`src/rtl/uart_pkg.sv`:
```
// Shared definitions for the uart transmit/receive glue: arbiter state
// encoding, default sizes and the round-robin search helper.
package uart_pkg;

    typedef enum logic [1:0] {
        ST_IDLE = 2'd0,
        ST_ARM  = 2'd1,
        ST_GAP  = 2'd2
    } arb_state_t;

    localparam int unsigned DEF_DBIT    = 8;
    localparam int unsigned DEF_TIMEOUT = 255;
    localparam int unsigned RR_MAX      = 8;

    // First asserted bit at or above ptr, wrapping at n; one-hot result, zero if none.
    function automatic logic [RR_MAX-1:0] rr_pick(
        input logic [RR_MAX-1:0] req_vec,
        input logic [2:0]        ptr,
        input int unsigned       n
    );
        logic [RR_MAX-1:0] oh;
        int unsigned       idx;
        oh = '0;
        for (int unsigned k = 0; k < RR_MAX; k++) begin
            idx = (32'(ptr) + k) % n;
            if (k < n && oh == '0 && req_vec[3'(idx)]) begin
                oh[3'(idx)] = 1'b1;
            end
        end
        return oh;
    endfunction

endpackage

```
`src/rtl/uart_tx_arbiter_rr_picker.sv`:
```
// Combinational round-robin picker: request vector plus priority pointer
// to a one-hot grant, its index and a valid flag.
module rr_picker
    import uart_pkg::*;
#(
    parameter int unsigned N_REQ = 4,
    parameter int unsigned PTR_W = 2
) (
    input  logic [N_REQ-1:0] req,
    input  logic [PTR_W-1:0] ptr,
    output logic [N_REQ-1:0] grant,
    output logic [PTR_W-1:0] idx,
    output logic             valid
);

    logic [RR_MAX-1:0] w_req;
    logic [RR_MAX-1:0] w_pick;

    always_comb begin
        w_req              = '0;
        w_req[N_REQ-1:0]   = req;
    end

    assign w_pick = rr_pick(w_req, 3'(ptr), N_REQ);
    assign grant  = w_pick[N_REQ-1:0];
    assign valid  = |w_pick;

    always_comb begin
        idx = '0;
        for (int unsigned k = 0; k < RR_MAX; k++) begin
            if (w_pick[k]) begin
                idx = PTR_W'(k);
            end
        end
    end

endmodule

```
`src/rtl/uart_tx_arbiter.sv`:
```
// Packet-granular round-robin arbiter sharing one uart transmit path between
// N_REQ requesters, with a mid-packet idle timeout and a gap cycle per write.
module uart_tx_arbiter
    import uart_pkg::*;
#(
    parameter int unsigned N_REQ   = 4,
    parameter int unsigned DBIT    = DEF_DBIT,
    parameter int unsigned TIMEOUT = DEF_TIMEOUT,
    parameter int unsigned TO_W    = 8
) (
    input  logic                  clk,
    input  logic                  reset,
    input  logic [N_REQ-1:0]      req,
    input  logic [N_REQ*DBIT-1:0] req_data,
    input  logic [N_REQ-1:0]      req_last,
    output logic [N_REQ-1:0]      req_ack,
    output logic [N_REQ-1:0]      grant,
    input  logic                  tx_ready,
    output logic                  wr_uart,
    output logic [DBIT-1:0]       w_data,
    output logic                  pkt_done,
    output logic                  timeout
);

    localparam int unsigned     PTR_W   = (N_REQ > 1) ? $clog2(N_REQ) : 1;
    localparam logic [TO_W-1:0] TO_LAST = TO_W'(TIMEOUT - 1);

    arb_state_t       r_state;
    logic [PTR_W-1:0] r_ptr;
    logic [PTR_W-1:0] r_gidx;
    logic [TO_W-1:0]  r_cnt;
    logic             r_last;

    logic [N_REQ-1:0] w_pick_grant;
    logic [PTR_W-1:0] w_pick_idx;
    logic             w_pick_valid;
    logic             w_sel_req;
    logic             w_sel_last;
    logic [DBIT-1:0]  w_sel_data;
    logic [PTR_W-1:0] w_next_ptr;

    rr_picker #(
        .N_REQ (N_REQ),
        .PTR_W (PTR_W)
    ) u_picker (
        .req   (req),
        .ptr   (r_ptr),
        .grant (w_pick_grant),
        .idx   (w_pick_idx),
        .valid (w_pick_valid)
    );

    always_comb begin
        w_sel_req  = 1'b0;
        w_sel_last = 1'b0;
        w_sel_data = '0;
        for (int unsigned k = 0; k < N_REQ; k++) begin
            if (r_gidx == PTR_W'(k)) begin
                w_sel_req  = req[k];
                w_sel_last = req_last[k];
                w_sel_data = req_data[k*DBIT +: DBIT];
            end
        end
    end

    assign w_next_ptr = (r_gidx == PTR_W'(N_REQ - 1)) ? '0 : r_gidx + 1'b1;

    always_ff @(posedge clk or negedge reset) begin
        if (!reset) begin
            r_state  <= ST_IDLE;
            r_ptr    <= '0;
            r_gidx   <= '0;
            r_cnt    <= '0;
            r_last   <= 1'b0;
            grant    <= '0;
            req_ack  <= '0;
            wr_uart  <= 1'b0;
            w_data   <= '0;
            pkt_done <= 1'b0;
            timeout  <= 1'b0;
        end else begin
            wr_uart  <= 1'b0;
            req_ack  <= '0;
            pkt_done <= 1'b0;
            timeout  <= 1'b0;
            case (r_state)
                ST_IDLE: begin
                    if (w_pick_valid) begin
                        grant   <= w_pick_grant;
                        r_gidx  <= w_pick_idx;
                        r_cnt   <= '0;
                        r_state <= ST_ARM;
                    end
                end
                ST_ARM: begin
                    // A stalled uart only holds the counter; idleness of the owner is what times out.
                    if (w_sel_req) begin
                        if (tx_ready) begin
                            wr_uart  <= 1'b1;
                            w_data   <= w_sel_data;
                            req_ack  <= grant;
                            r_last   <= w_sel_last;
                            pkt_done <= w_sel_last;
                            r_state  <= ST_GAP;
                        end
                    end else if (r_cnt == TO_LAST) begin
                        timeout <= 1'b1;
                        grant   <= '0;
                        r_ptr   <= w_next_ptr;
                        r_state <= ST_IDLE;
                    end else begin
                        r_cnt <= r_cnt + 1'b1;
                    end
                end
                ST_GAP: begin
                    if (r_last) begin
                        grant   <= '0;
                        r_ptr   <= w_next_ptr;
                        r_state <= ST_IDLE;
                    end else begin
                        r_cnt   <= '0;
                        r_state <= ST_ARM;
                    end
                end
                default: r_state <= ST_IDLE;
            endcase
        end
    end

endmodule

```
`config.mk`:
```
export PLATFORM = sky130hd
export DESIGN_NAME = uart_tx_arbiter
export DESIGN_NICKNAME = d
export VERILOG_FILES = /design/src/rtl/uart_pkg.sv /design/src/rtl/uart_tx_arbiter_rr_picker.sv /design/src/rtl/uart_tx_arbiter.sv
export SDC_FILE = /design/constraint.sdc
export NUM_CORES = 1
export LEC_CHECK = 0
export ABC_CLOCK_PERIOD_IN_PS = 4350
export BUFFER_PORTS_ARGS = -buffer_cell sky130_fd_sc_hd__buf_2
export CORE_UTILIZATION = 50
export CTS_CLUSTER_DIAMETER = 150
export CTS_CLUSTER_SIZE = 20
export DETAILED_ROUTE_END_ITERATION = 12
export PLACE_DENSITY = 0.76
export SYNTH_ARGS = -nofsm -noshare
export SYNTH_HDL_FRONTEND = slang
export SYNTH_SLANG_ARGS = --single-unit
```
`constraint.sdc`:
```
create_clock -name clk -period 4.35 [get_ports clk]
set_input_delay 0.435 -clock clk [delete_from_list [all_inputs] [get_ports clk]]
set_output_delay 0.435 -clock clk [all_outputs]
set_load 0.01 [all_outputs]
```
# Word level (Yosys, flattened, before mapping)

Index checks and enable logic that the tools add are counted.

Memories kept: 0
Output and inout bits: 19
Memory bits (read-only): 0
Latch bits: 0
Bits in registers: 34
Bits in writable memories: 0
Input bits: 43
Logic and storage cells: 134

Reduce and logical (&&, ||, !) cells: 21
Eq/ne operators: 14
Divide/modulo/power cells: 0
Multiply operators: 0
$lt $le $gt $ge: 8
Multiplexer cells: 72
Shifts and indexed selects: 0
Bitwise operators: 3
$add $sub $neg: 5

Operators with widths:

| cell                                                              | count |
|---|---|
| two-way mux 8 bit                                                 | 11 |
| two-way mux 4 bit                                                 | 8 |
| two-way mux 2 bit                                                 | 14 |
| two-way mux 1 bit                                                 | 27 |
| zero test 8 bit                                                   | 3 |
| one-hot mux 8 bit (3 select lines)                                | 1 |
| less-than comparator 2 x 4 -> 1 bit, second input constant        | 4 |
| OR 8 x 4 -> 8 bit                                                 | 2 |
| one-hot mux 4 bit (3 select lines)                                | 1 |
| inequality test 2 bit, second input constant                      | 5 |
| AND reduction 5 bit                                               | 2 |
| adder 8 x 1 -> 8 bit, second input constant                       | 1 |
| binary-select mux 1 bit (select 2 bit)                            | 4 |
| demux 1 bit (select 2 bit)                                        | 4 |
| == test 8 bit, second input constant                              | 1 |
| greater-or-equal comparator 2 x 1 -> 1 bit, second input constant | 4 |
| OR reduction 8 bit                                                | 1 |
| logical AND 1 bit                                                 | 7 |
| == test 2 bit, second input constant                              | 3 |
| inequality test 3 bit, second input constant                      | 2 |
| one-hot mux 2 bit (3 select lines)                                | 1 |
| AND reduction 3 bit                                               | 2 |
| adder 2 x 1 -> 2 bit, second input constant                       | 2 |
| adder 2 bit, second input constant                                | 2 |
| 9 further kinds                                                   | 11 |

# Depth between registers and ports, before layout

Gate-level depths: netlist of the first run.

Depth after elaboration: 21
Depth in mapped cells: 11
Depth with buffers taken out: 9

# Cells and area by module

Synthesis of the first run repeated with hierarchy kept, for this count alone.

Cells, all modules: 286
Area, all modules: 2568.7 um2

By module, submodules not included:

| module          | times used | seq. area each (um2) | area an instance (um2) | cells an instance |
|---|---|---|---|---|
| uart_tx_arbiter | 1          | 850.8                | 2019.4                 | 221 |
| rr_picker       | 1          | 0.0                  | 549.3                  | 65 |

# Worst setup path after synthesis of the first run

OpenSTA, ideal clock, no wires.

Path kind: register to register
Start: register r_ptr[0]
End: register r_gidx[0]
Setup time: 0.136 ns
Buffers on the path: 1
Path slack: 1.272 ns
Arrival: 2.942 ns
Required time: 4.214 ns
Clock period less this slack: 3.078 ns
Stages on the path, launching flop included: 11
Path through: dfrtp_1 -> buf_6 -> inv_1 -> ha_1 -> mux4_2 -> a21boi_1 -> a221oi_1 -> a211o_4 -> nor3b_1 -> a2111oi_0 -> a21oi_1

Longest elaborated chain between the ends: 21
Elaborated cells on any way between the ends: 53
Classes of those cells: add/sub (3); order compare (8); mux (27); bitwise (3); reduce/logical (12)

Ends and longest elaborated chain:

| element                                                                                                                 | line                            | source |
|---|---|---|
| from (decl)                                                                                                             | uart_tx_arbiter.sv:29           | `logic [PTR_W-1:0] r_ptr;` |
| from (signal assigned)                                                                                                  | uart_tx_arbiter.sv:109          | `r_ptr <= w_next_ptr;` |
| from (signal assigned)                                                                                                  | uart_tx_arbiter.sv:118          | `r_ptr <= w_next_ptr;` |
| less-than comparator 2 x 4 -> 1 bit (implied by the code) or greater-or-equal comparator 2 x 1 -> 1 bit (tied branches) | uart_pkg.sv:27                  | `oh[3'(idx)] = 1'b1;` |
| logical AND 1 bit (implied by the code)                                                                                 | uart_pkg.sv:27                  |  |
| two-way mux 1 bit (implied by the code)                                                                                 | uart_pkg.sv:27                  |  |
| demux 1 bit (select 2 bit)                                                                                              | n/a                             |  |
| two-way mux 4 bit                                                                                                       | uart_pkg.sv:26                  | `if (k < n && oh == '0 && req_vec[3'(idx)]) begin` |
| zero test 8 bit                                                                                                         | uart_pkg.sv:26                  |  |
| logical AND 1 bit                                                                                                       | uart_pkg.sv:26                  |  |
| two-way mux 8 bit                                                                                                       | uart_pkg.sv:26                  |  |
| zero test 8 bit                                                                                                         | uart_pkg.sv:26                  |  |
| logical AND 1 bit                                                                                                       | uart_pkg.sv:26                  |  |
| two-way mux 8 bit                                                                                                       | uart_pkg.sv:26                  |  |
| zero test 8 bit                                                                                                         | uart_pkg.sv:26                  |  |
| logical AND 1 bit                                                                                                       | uart_pkg.sv:26                  |  |
| two-way mux 8 bit *                                                                                                     | uart_pkg.sv:26                  |  |
| two-way mux 1 bit                                                                                                       | uart_tx_arbiter_rr_picker.sv:31 | `if (w_pick[k]) begin` |
| two-way mux 2 bit (6 in series)                                                                                         | uart_tx_arbiter_rr_picker.sv:31 |  |
| to (signal assigned)                                                                                                    | uart_tx_arbiter.sv:90           | `r_gidx <= w_pick_idx;` |
| to (decl)                                                                                                               | uart_tx_arbiter.sv:30           | `logic [PTR_W-1:0] r_gidx;` |

Mark *: on every way between the ends. The rest lies on a longest branch, timed or not. The select of a mux whose other input is x is not followed.
A chain may end at the register's enable or synchronous reset.

# Worst setup path after layout of the first run

Start: register r_ptr[0]
End: register r_cnt[2]

Longest elaborated chain between the ends: 17
Elaborated cells on any way between the ends: 47
Classes of those cells: add/sub (3); order compare (8); eq/ne (1); mux (20); bitwise (3); reduce/logical (12)

Ends and longest elaborated chain:

| element                                                                                                                 | line                            | source |
|---|---|---|
| less-than comparator 2 x 4 -> 1 bit (implied by the code) or greater-or-equal comparator 2 x 1 -> 1 bit (tied branches) | uart_pkg.sv:27                  |  |
| logical AND 1 bit (implied by the code)                                                                                 | uart_pkg.sv:27                  |  |
| two-way mux 1 bit (implied by the code)                                                                                 | uart_pkg.sv:27                  |  |
| demux 1 bit (select 2 bit)                                                                                              | n/a                             |  |
| two-way mux 4 bit                                                                                                       | uart_pkg.sv:26                  |  |
| zero test 8 bit                                                                                                         | uart_pkg.sv:26                  |  |
| logical AND 1 bit                                                                                                       | uart_pkg.sv:26                  |  |
| two-way mux 8 bit                                                                                                       | uart_pkg.sv:26                  |  |
| zero test 8 bit                                                                                                         | uart_pkg.sv:26                  |  |
| logical AND 1 bit                                                                                                       | uart_pkg.sv:26                  |  |
| two-way mux 8 bit                                                                                                       | uart_pkg.sv:26                  |  |
| zero test 8 bit                                                                                                         | uart_pkg.sv:26                  |  |
| logical AND 1 bit                                                                                                       | uart_pkg.sv:26                  |  |
| two-way mux 8 bit *                                                                                                     | uart_pkg.sv:26                  |  |
| OR reduction 8 bit *                                                                                                    | uart_tx_arbiter_rr_picker.sv:26 | `assign valid = \|w_pick;` |
| inequality test 2 x 1 -> 1 bit (no line) *                                                                              | n/a                             |  |
| AND reduction 5 bit (no line) *                                                                                         | n/a                             |  |
| to (signal assigned)                                                                                                    | uart_tx_arbiter.sv:112          | `r_cnt <= r_cnt + 1'b1;` |
| to (decl)                                                                                                               | uart_tx_arbiter.sv:31           | `logic [TO_W-1:0] r_cnt;` |

Marked as above.

==> metrics, run 1 <==
CTS tree=built; first-pass GRT wire length=9270 um; Worst setup SP type=flop; synth cell count leaders=34 x dfrtp_1, 33 x nand2_1, 20 x nor2_1, 18 x ha_1, 18 x o21ai_0; Final ANT Viol Nets=0; CORE AREA=0.00475 mm^2; Ports=62; setup_tns=0 ns; Flop pwr share=21.8%; WL per Instance=14.2 um; Pre-Repair DR Iteration Count=4; CP endpoint kind=flop; vias in the first global route=2,011; Root Driver=clkbuf_8; postcts setup bufs=0; CTS H-Tree Depth=2; Max Transition Viols Final=0; Die Area=0.00524 mm^2; slew margin rel.=46.6%; Clock Latency Late Sink=0.28 ns; WL final=5640 um; Syn Std Cell Area=0.00248 mm^2; RD Place Congestion=0.851; sequential element share of the synthesized area=34.3%; fin nets=390; GRT Util Overall=22.4%; CTS Buffer Depth=2; PwrDens=763 mW/mm^2; Initial Util=52.1%; port buffer count=61; clock skew after layout=0.00374 ns; Ys Warns=0; final worst slack=0.563 ns; ranking of synthesized cells by area=dfrtp_1 34%, ha_1 9.1%, nand2_1 5.0%, a221o_1 3.6%, o21ai_0 3.6%; vias per inst=5.64; ys async rst share=100%; clock transition at the registers of the reported paths=0.07 ns; # resized after CTS=0; Net Sw Frac=48.0%; Synth area leader=dfrtp_1; Die Y=72.4 um; clock sink total=34; CTS Hold Bufs=0; reg2reg start=r_ptr[0]; Rows=25; total CTS buffers=5; ys flop type=dfrtp_1; Die Wd=72.4 um; pin count of the biggest net entering global routing=35; Post-synth EDFFs=0; most common cell in the synthesized netlist=dfrtp_1; LEAKAGE=1.44 nW; First DRT Iteration DRCs=131; worst-path fanout max=12; endpoints failing setup=0; Post-Synthesis Cells=273; residual DRC count=0; share of layout cells above drive strength 1=26.1%; area grow syn2layout=16.7%; Switch Pwr=1.06 mW; Setup Slack @ Placement=0.597 ns; Internal Pwr Total=1.15 mW; synth unique cells=56; Logic pwr share=67.4%; vias post-DR=2,238; VDD IR-drop max=0.288 mV; CP startpoint=r_ptr[0]; Post-DP HPWL=4250 um; Yosys reg bits=34; fin crit period=3.79 ns; Synth top area share=34.3%; Fillers=436; Final Hold Vio Count=0; initial antenna violation count=0; Clock power frac=10.9%; Max Cap Viol=0; post-synthesis average cell area=9.08 um^2; measured slew at the worst slew-check pin=0.799 ns; top achievable clock speed=264 MHz; RSZ-0062 raised after global routing=false; status=finished clean; Post-Syn Nets=334; antenna cells=0; Crit path arrival time=3.96 ns; crit path kind=flop to flop; worst path required time=4.52 ns; gr ovfl total=0; Tcrit/Tclk final=87.1%; min-delay worst type=primary input to asynchronous set/reset pin
-- worst paths after layout --
path,to,slack (ns),cells past startpoint
min,grant[1],0.21,1
max in group asynchronous,r_cnt[3],3.67,1
min in group clk,w_data[6],0.43,3
max reg2reg,r_cnt[2],0.56,9
min reg2reg,w_data[6],0.47,2
max,r_cnt[2],0.56,9
-- power by group through the flow --
stage | Combinational (mW) | Sequential, mW | Clock, mW
global placement | 1.46 | 0.481 | 0
finish | 1.49 | 0.481 | 0.240
detailed placement | 1.47 | 0.487 | 0
floorplan | 1.20 | 0.486 | 0
global route | 1.66 | 0.496 | 0.260
CTS | 1.48 | 0.481 | 0.247
-- layout make-up --
cell class / count / area, um^2 / share of cell area (%)
Timing Repair Buffer: 61 / 305 / 10.6
Multi-Input combinational cell: 210 / 1500 / 51.8
Tap cell: 67 / 83.8 / 2.90
Clock buffer: 7 / 86.3 / 2.99
Inverter: 17 / 63.8 / 2.21
Clock inverter: 1 / 5.00 / 0.173
Sequential cell: 34 / 851 / 29.4
-- stage by stage --
stage          power (mW)  hold WS [ns]  cells  cell area (um^2)  utilization (%)
5_1_grt              2.41         0.277    397              2890             60.8
3_5_place_dp         1.96         0.465    389              2800             58.9
3_3_place_gp         1.94         0.456    389              2800             58.9
6_report             2.21         0.210    397              2890             60.8
4_1_cts              2.21         0.238    397              2890             60.8
2_1_floorplan        1.69         0.139    273              2480                -
-- worst max-delay path, cell delays in order, from the launching register on --
cell      delay, ns
dfrtp_1        0.61
inv_1          0.19
ha_1           0.31
or4_1          0.56
a21boi_1       0.27
a221oi_1       0.21
a211o_4        0.40
o41ai_4        0.77
nor3_1         0.10
a211o_1        0.25
-- metal layers --
layer | share of wire [%] | routed length (um) | vias up | track usage (%)
li1 | - | - | 1123 | -
met1 | 47 | 2650 | 1058 | 30.5
met2 | 49 | 2760 | 52 | 37.4
met3 | 3.3 | 188 | 5 | 3.75
met4 | 0.80 | 45 | 0 | 5.23
met5 | 0 | 0 | - | 0
-- cells in the final DEF, fill, tap and decap left out, types with 4 or more instances in the layout --
master	instances
nor3_1	9
inv_1	17
mux4_2	4
buf_2	61
o21ai_0	18
a221o_1	9
a21oi_1	17
or2_2	4
dfrtp_1	34
clkbuf_8	6
nand2_1	33
o31ai_1	4
ha_1	18
nor2_1	20
nand3_1	11
mux2i_1	8
-- kinds of logic after synthesis --
group,Yosys count,share of synthesized area [%]
DFF,34,34.3
buffers and inverters,29,5.30
adders and majority gates,18,9.09
muxes,13,7.32
and+or+nand+nor,92,17.3
AOI/OAI and AO/OA,87,26.7
-- flip-flops by register name, summed over array words and instances (netlist names), 2 cells and up --
register,cells
r_cnt,8
w_data,8
grant,4
req_ack,4
r_gidx,2
r_ptr,2
r_state,2
Note: power is estimated with default switching activity, not from simulation.
==> run 2, diff against run 1 <==
Settings changed: ABC_CLOCK_PERIOD_IN_PS 4350 to 3400, CORE_UTILIZATION 50 to 48, CTS_CLUSTER_DIAMETER 150 to 120.
Clock period 4.35 ns to 3.4 ns, I/O delays scaled along.
==> run 2 against run 1 <==
- setup slack worse by 0.34 ns
- sequential power grew 26%
- combinational power increased by 33%
- via count up 3.2%
- critical endpoint unchanged
- maximum frequency rose by 19%
- first-iteration DRC count up 68%
==> metrics, run 2 (synthesis gave the netlist of run 1 again) <==
post-layout util=60.6% (-0.22 points); Max Transition Viols Final=0 (unchanged); Largest regs=r_cnt: 8 flops, w_data: 8 flops; fin nets=396 (+1.5%); crit path to=r_cnt[2]; vias post-DR=2,309 (+3.2%); Worst setup SP type=flop; Tcrit/Tclk final=93.6% (+6.5 points); vias per inst=5.73 (+1.6%); final worst slack=0.218 ns (-0.345 ns); min-delay worst type=primary input to asynchronous set/reset pin; Final ANT Viol Nets=0 (unchanged); Initial Util=51.1% (-1.0 points); clock transition at the registers of the reported paths=0.07 ns (about the same); CTS tree=built; reg2reg path depth=10 (+1); RSZ-0062 raised after global routing=false; worst path required time=3.56 ns (-0.96 ns); PwrDens=983 mW/mm^2 (+29%); VDD IR-drop max=0.378 mV (+31%); first-pass GRT wire length=9060 um (-2.3%); postcts setup bufs=0 (unchanged); RD Place Congestion=0.976 (+15%); Die Area=0.00546 mm^2 (+4.1%); Hold WS=0.119 ns (-0.0911 ns); initial antenna violation count=0 (unchanged); WL final=5660 um (+0.39%); port buffer count=61 (unchanged); GRT Util Overall=21.4% (-1.0 points); antenna cells=0 (unchanged); Rows=25 (unchanged); WL per Instance=14.1 um (-1.1%); most frequent cells in the layout=61 x buf_2, 33 x nand2_1, 33 x dfrtp_1, 20 x nor2_1; Clock Latency Late Sink=0.28 ns (about the same); Post-DP HPWL=4330 um (+1.9%); total CTS buffers=5 (unchanged); top achievable clock speed=314 MHz (+19%); Die Y=73.9 um (+2.0%); status=finished clean; Ports=62 (unchanged); R2R setup slack=0.22 ns (-0.34 ns); Pre-Repair DR Iteration Count=6 (+2); most common cell after layout, fill and taps aside=buf_2; CP endpoint kind=flop; reg2reg start=r_ptr[0]; endpoints failing setup=0 (unchanged); LEAKAGE=1.47 nW (+2.0%); First DRT Iteration DRCs=220 (+68%); measured slew at the worst slew-check pin=0.750 ns (-0.0493 ns); Die Wd=73.9 um (+2.0%); gr ovfl total=0 (unchanged); clock sink total=34 (unchanged); Final Hold Vio Count=0 (unchanged); Setup Slack @ Placement=0.188 ns (-0.409 ns); share of layout cells above drive strength 1=27.7% (+1.6 points); FF-to-FF End=r_cnt[2]; Root Driver=clkbuf_8; CP startpoint=r_ptr[0]; crit path kind=flop to flop; Crit path arrival time=3.34 ns (-0.62 ns); CTS Buffer Depth=2 (unchanged); clock skew after layout=0.00634 ns (+0.00260 ns); vias in the first global route=1,992 (-0.94%); CORE AREA=0.00485 mm^2 (+2.0%); fin crit period=3.18 ns (-0.605 ns); pin count of the biggest net entering global routing=35 (unchanged); residual DRC count=0 (unchanged); worst-path fanout max=11 (-1); slew margin rel.=50.0% (+3.5 points); CTS H-Tree Depth=2 (unchanged); area grow syn2layout=18.5%; CTS Hold Bufs=0 (unchanged); setup_tns=0 ns (unchanged); Max Cap Viol=0 (unchanged)
[run 2: cell count changes in the layout (fill, tap and decap cells not counted)]
cell and change:
buf_4 +6, dfrtp_1 -1, dfrtp_2 +1
[run 2: worst min-delay path by stage]
stage	depth (start not counted)	slack, ns	endpoint
after floorplan	0	0.04	grant[0]
after global placement	1	0.45	req_ack[2]
after detailed placement	1	0.46	req_ack[2]
after CTS	1	0.16	req_ack[2]
after global routing	1	0.19	req_ack[2]
final	1	0.12	grant[2]
[run 2: what timing repair did]
item	4_1_cts	5_1_grt
endpoints found under the setup margin	0	2
gates resized for setup	0	1
endpoints found under the hold margin	0	0
[run 2: layout make-up]
class | count | area, um^2
clock buffers | 7 | 86.3
clock inverters | 1 | 5.00
fillers | 406 | 1910
inverters | 17 | 63.8
multi-input cells | 210 | 1500
flip-flops and latches | 34 | 852
well taps | 67 | 83.8
repair buffers | 67 | 350
[run 2: layer usage]
metal	part of all wire (%)	vias up	track usage, %
met5	0	-	0
li1	-	1141	-
met4	0.90	0	6.41
met2	49	83	34.1
met1	45	1077	29.2
met3	5.0	8	4.25
[run 2: where the power goes]
group / switching, mW / total [mW] / internal, mW
Clock: 0.137 / 0.300 / 0.163
Sequential: 0.0910 / 0.608 / 0.517
Combinational: 1.14 / 1.98 / 0.843
[run 2: critical path, stage by stage, from the launching register on]
cell	delay [ns]
dfrtp_1	0.43
inv_1	0.13
ha_1	0.29
or4_1	0.56
a21boi_1	0.26
a221oi_1	0.15
a211o_4	0.38
o41ai_4	0.32
buf_4	0.24
nor3_1	0.07
a211o_1	0.22
[run 2: per-stage QoR]
step           total power, mW  cell area (um^2)  cells
2_1_floorplan             2.16              2480    273
3_3_place_gp              2.55              2850    395
3_5_place_dp              2.57              2850    395
4_1_cts                   2.88              2940    403
5_1_grt                   3.14              2940    403
6_report                  2.89              2940    403
==> run 3, diff against run 2 <==
Settings changed: ABC_CLOCK_PERIOD_IN_PS 3400 to 2850.
Clock period 3.4 ns to 2.85 ns, I/O delays scaled along.
==> run 3 against run 2 <==
- sequential share of layout area shrank 2.3 points
- highest routed layer unchanged
- critical endpoint unchanged
- clock skew decreased by 0.0015 ns
- sequential cell count stayed put
- routed wire length rose by 5.8%
- maximum frequency rose by 13%
- count of clock-buffer cells in the layout down 1
- clock power rose by 23%
==> metrics, run 3 (synthesis gave the netlist of run 1 again) <==
Crit path arrival time=2.99 ns (-0.35 ns); Die Area=0.00546 mm^2 (unchanged); endpoints failing setup=0 (unchanged); WL final=6000 um (+5.8%); min-delay worst type=primary input to asynchronous set/reset pin; RSZ-0062 raised after global routing=true; setup_tns=0 ns (unchanged); gr ovfl total=0 (unchanged); port buffer count=61 (unchanged); Die Wd=73.9 um (unchanged); Post-DP HPWL=4530 um (+4.8%); Clock Latency Late Sink=0.28 ns (about the same); slew margin rel.=48.3% (-1.7 points); most common cell after layout, fill and taps aside=buf_2; Final ANT Viol Nets=0 (unchanged); share of layout cells above drive strength 1=35.0% (+7.3 points); WL per Instance=14.1 um (+0.60%); Die Y=73.9 um (unchanged); PwrDens=1240 mW/mm^2 (+26%); post-layout util=65.9% (+5.3 points); CTS tree=built; LEAKAGE=1.59 nW (+8.4%); measured slew at the worst slew-check pin=0.775 ns (+0.0257 ns); First DRT Iteration DRCs=265 (+20%); Max Transition Viols Final=0 (unchanged); initial antenna violation count=0 (unchanged); Placement Cell Area=0.00303 mm^2 (+6.4%); clock transition at the registers of the reported paths=0.07 ns (about the same); GRT Util Overall=21.9% (+0.52 points); worst-path fanout max=7 (-4); crit path kind=flop to flop; antenna cells=0 (unchanged); vias in the first global route=2,043 (+2.6%); Root Driver=clkbuf_8; CP endpoint kind=flop; pin count of the biggest net entering global routing=35 (unchanged); Ports=62 (unchanged); Max Cap Viol=0 (unchanged); RD Place Congestion=0.898 (-8.0%); Initial Util=51.1% (unchanged); status=finished clean; vias post-DR=2,358 (+2.1%); worst path required time=3.02 ns (-0.54 ns); CTS Buffer Depth=2 (unchanged); clock skew after layout=0.00486 ns (-0.00148 ns); residual DRC count=0 (unchanged); Largest regs=r_cnt: 8 flops, w_data: 8 flops; fin nets=417 (+5.3%); CTS H-Tree Depth=2 (unchanged); Rows=25 (unchanged); CORE AREA=0.00485 mm^2 (unchanged); Fillers=399 (-1.7%); FF+latch area=852 um^2 (unchanged); fin crit period=2.82 ns (-0.364 ns); Cell Count, Final, Fillers Out=424 (+5.2%); first-pass GRT wire length=9250 um (+2.1%); Final Hold Vio Count=0 (unchanged); placed cells=414 (+4.8%); clock sink total=34 (unchanged); vias per inst=5.56 (-2.9%); Tcrit/Tclk final=98.9% (+5.3 points); area grow syn2layout=28.8%; area of the multi-input gates=0.00158 mm^2 (+5.6%); Hold WS=0.0772 ns (-0.0420 ns); top achievable clock speed=355 MHz (+13%); total CTS buffers=5 (unchanged); most frequent cells in the layout=61 x buf_2, 33 x nand2_1, 33 x dfrtp_1, 25 x buf_4, 20 x nor2_1; Pre-Repair DR Iteration Count=4 (-2); VDD IR-drop max=0.518 mV (+37%); Final Cell Area=0.00319 mm^2 (+8.7%); Worst setup SP type=flop
-- run 3: worst paths after layout --
check,slack [ns],depth (start not counted),start,to
max,0.03,9,r_ptr[0],r_cnt[2]
min,0.08,1,reset,grant[2]
max reg2reg,0.03,9,r_ptr[0],r_cnt[2]
min reg2reg,0.47,2,w_data[6],w_data[6]
max in group asynchronous,2.22,1,reset,r_ptr[0]
min in group clk,0.28,3,req_data[30],w_data[6]
-- run 3: metrics by stage --
stage	power (mW)	worst slack (ns)
3_3_place_gp	3.34	0.0261
6_report	3.97	0.0317
5_1_grt	4.27	-0.0498
3_5_place_dp	3.39	-0.0133
2_1_floorplan	2.66	-0.0223
4_1_cts	3.80	0.0157
-- run 3: repair_timing --
| item | in CTS | in global routing |
|---|---|---|
| endpoints found under the setup margin | 5 | 14 |
| setup buffers | 0 | 2 |
| gates resized for setup | 3 | 8 |
| pin swaps | 1 | 1 |
| hold buffers | 0 | 0 |
-- run 3: report_power, final --
part	switching (mW)	internal, mW
registers	0.0960	0.616
logic	1.54	1.35
clock network	0.175	0.194
total	1.81	2.16
-- run 3: routing by layer --
layer  share of wire, %  vias up  wire length (um)  GRT usage (%)
li1                   -     1183                 -              -
met1                 45     1128              2710           28.2
met2                 52       43              3110           38.3
met3                2.4        4               145           3.98
met4               0.52        0                31           4.49
met5                  0        -                 0              0
-- run 3: critical path: stages, from the launching register on --
cell      delay (ns)
dfrtp_2         0.45
ha_1            0.24
or4_4           0.54
a21boi_2        0.23
a221oi_2        0.10
a211o_4         0.36
o41ai_4         0.32
buf_6           0.19
nor3_1          0.06
a211o_1         0.22
-- run 3: area by class of cell --
type	instances	share of cell area, %
Clock buffer	6	2.59
Timing Repair Buffer	88	16.1
Multi-Input combinational cell	210	49.5
Inverter	17	2.08
Sequential cell	34	26.7
Tap cell	67	2.63
Clock inverter	2	0.392
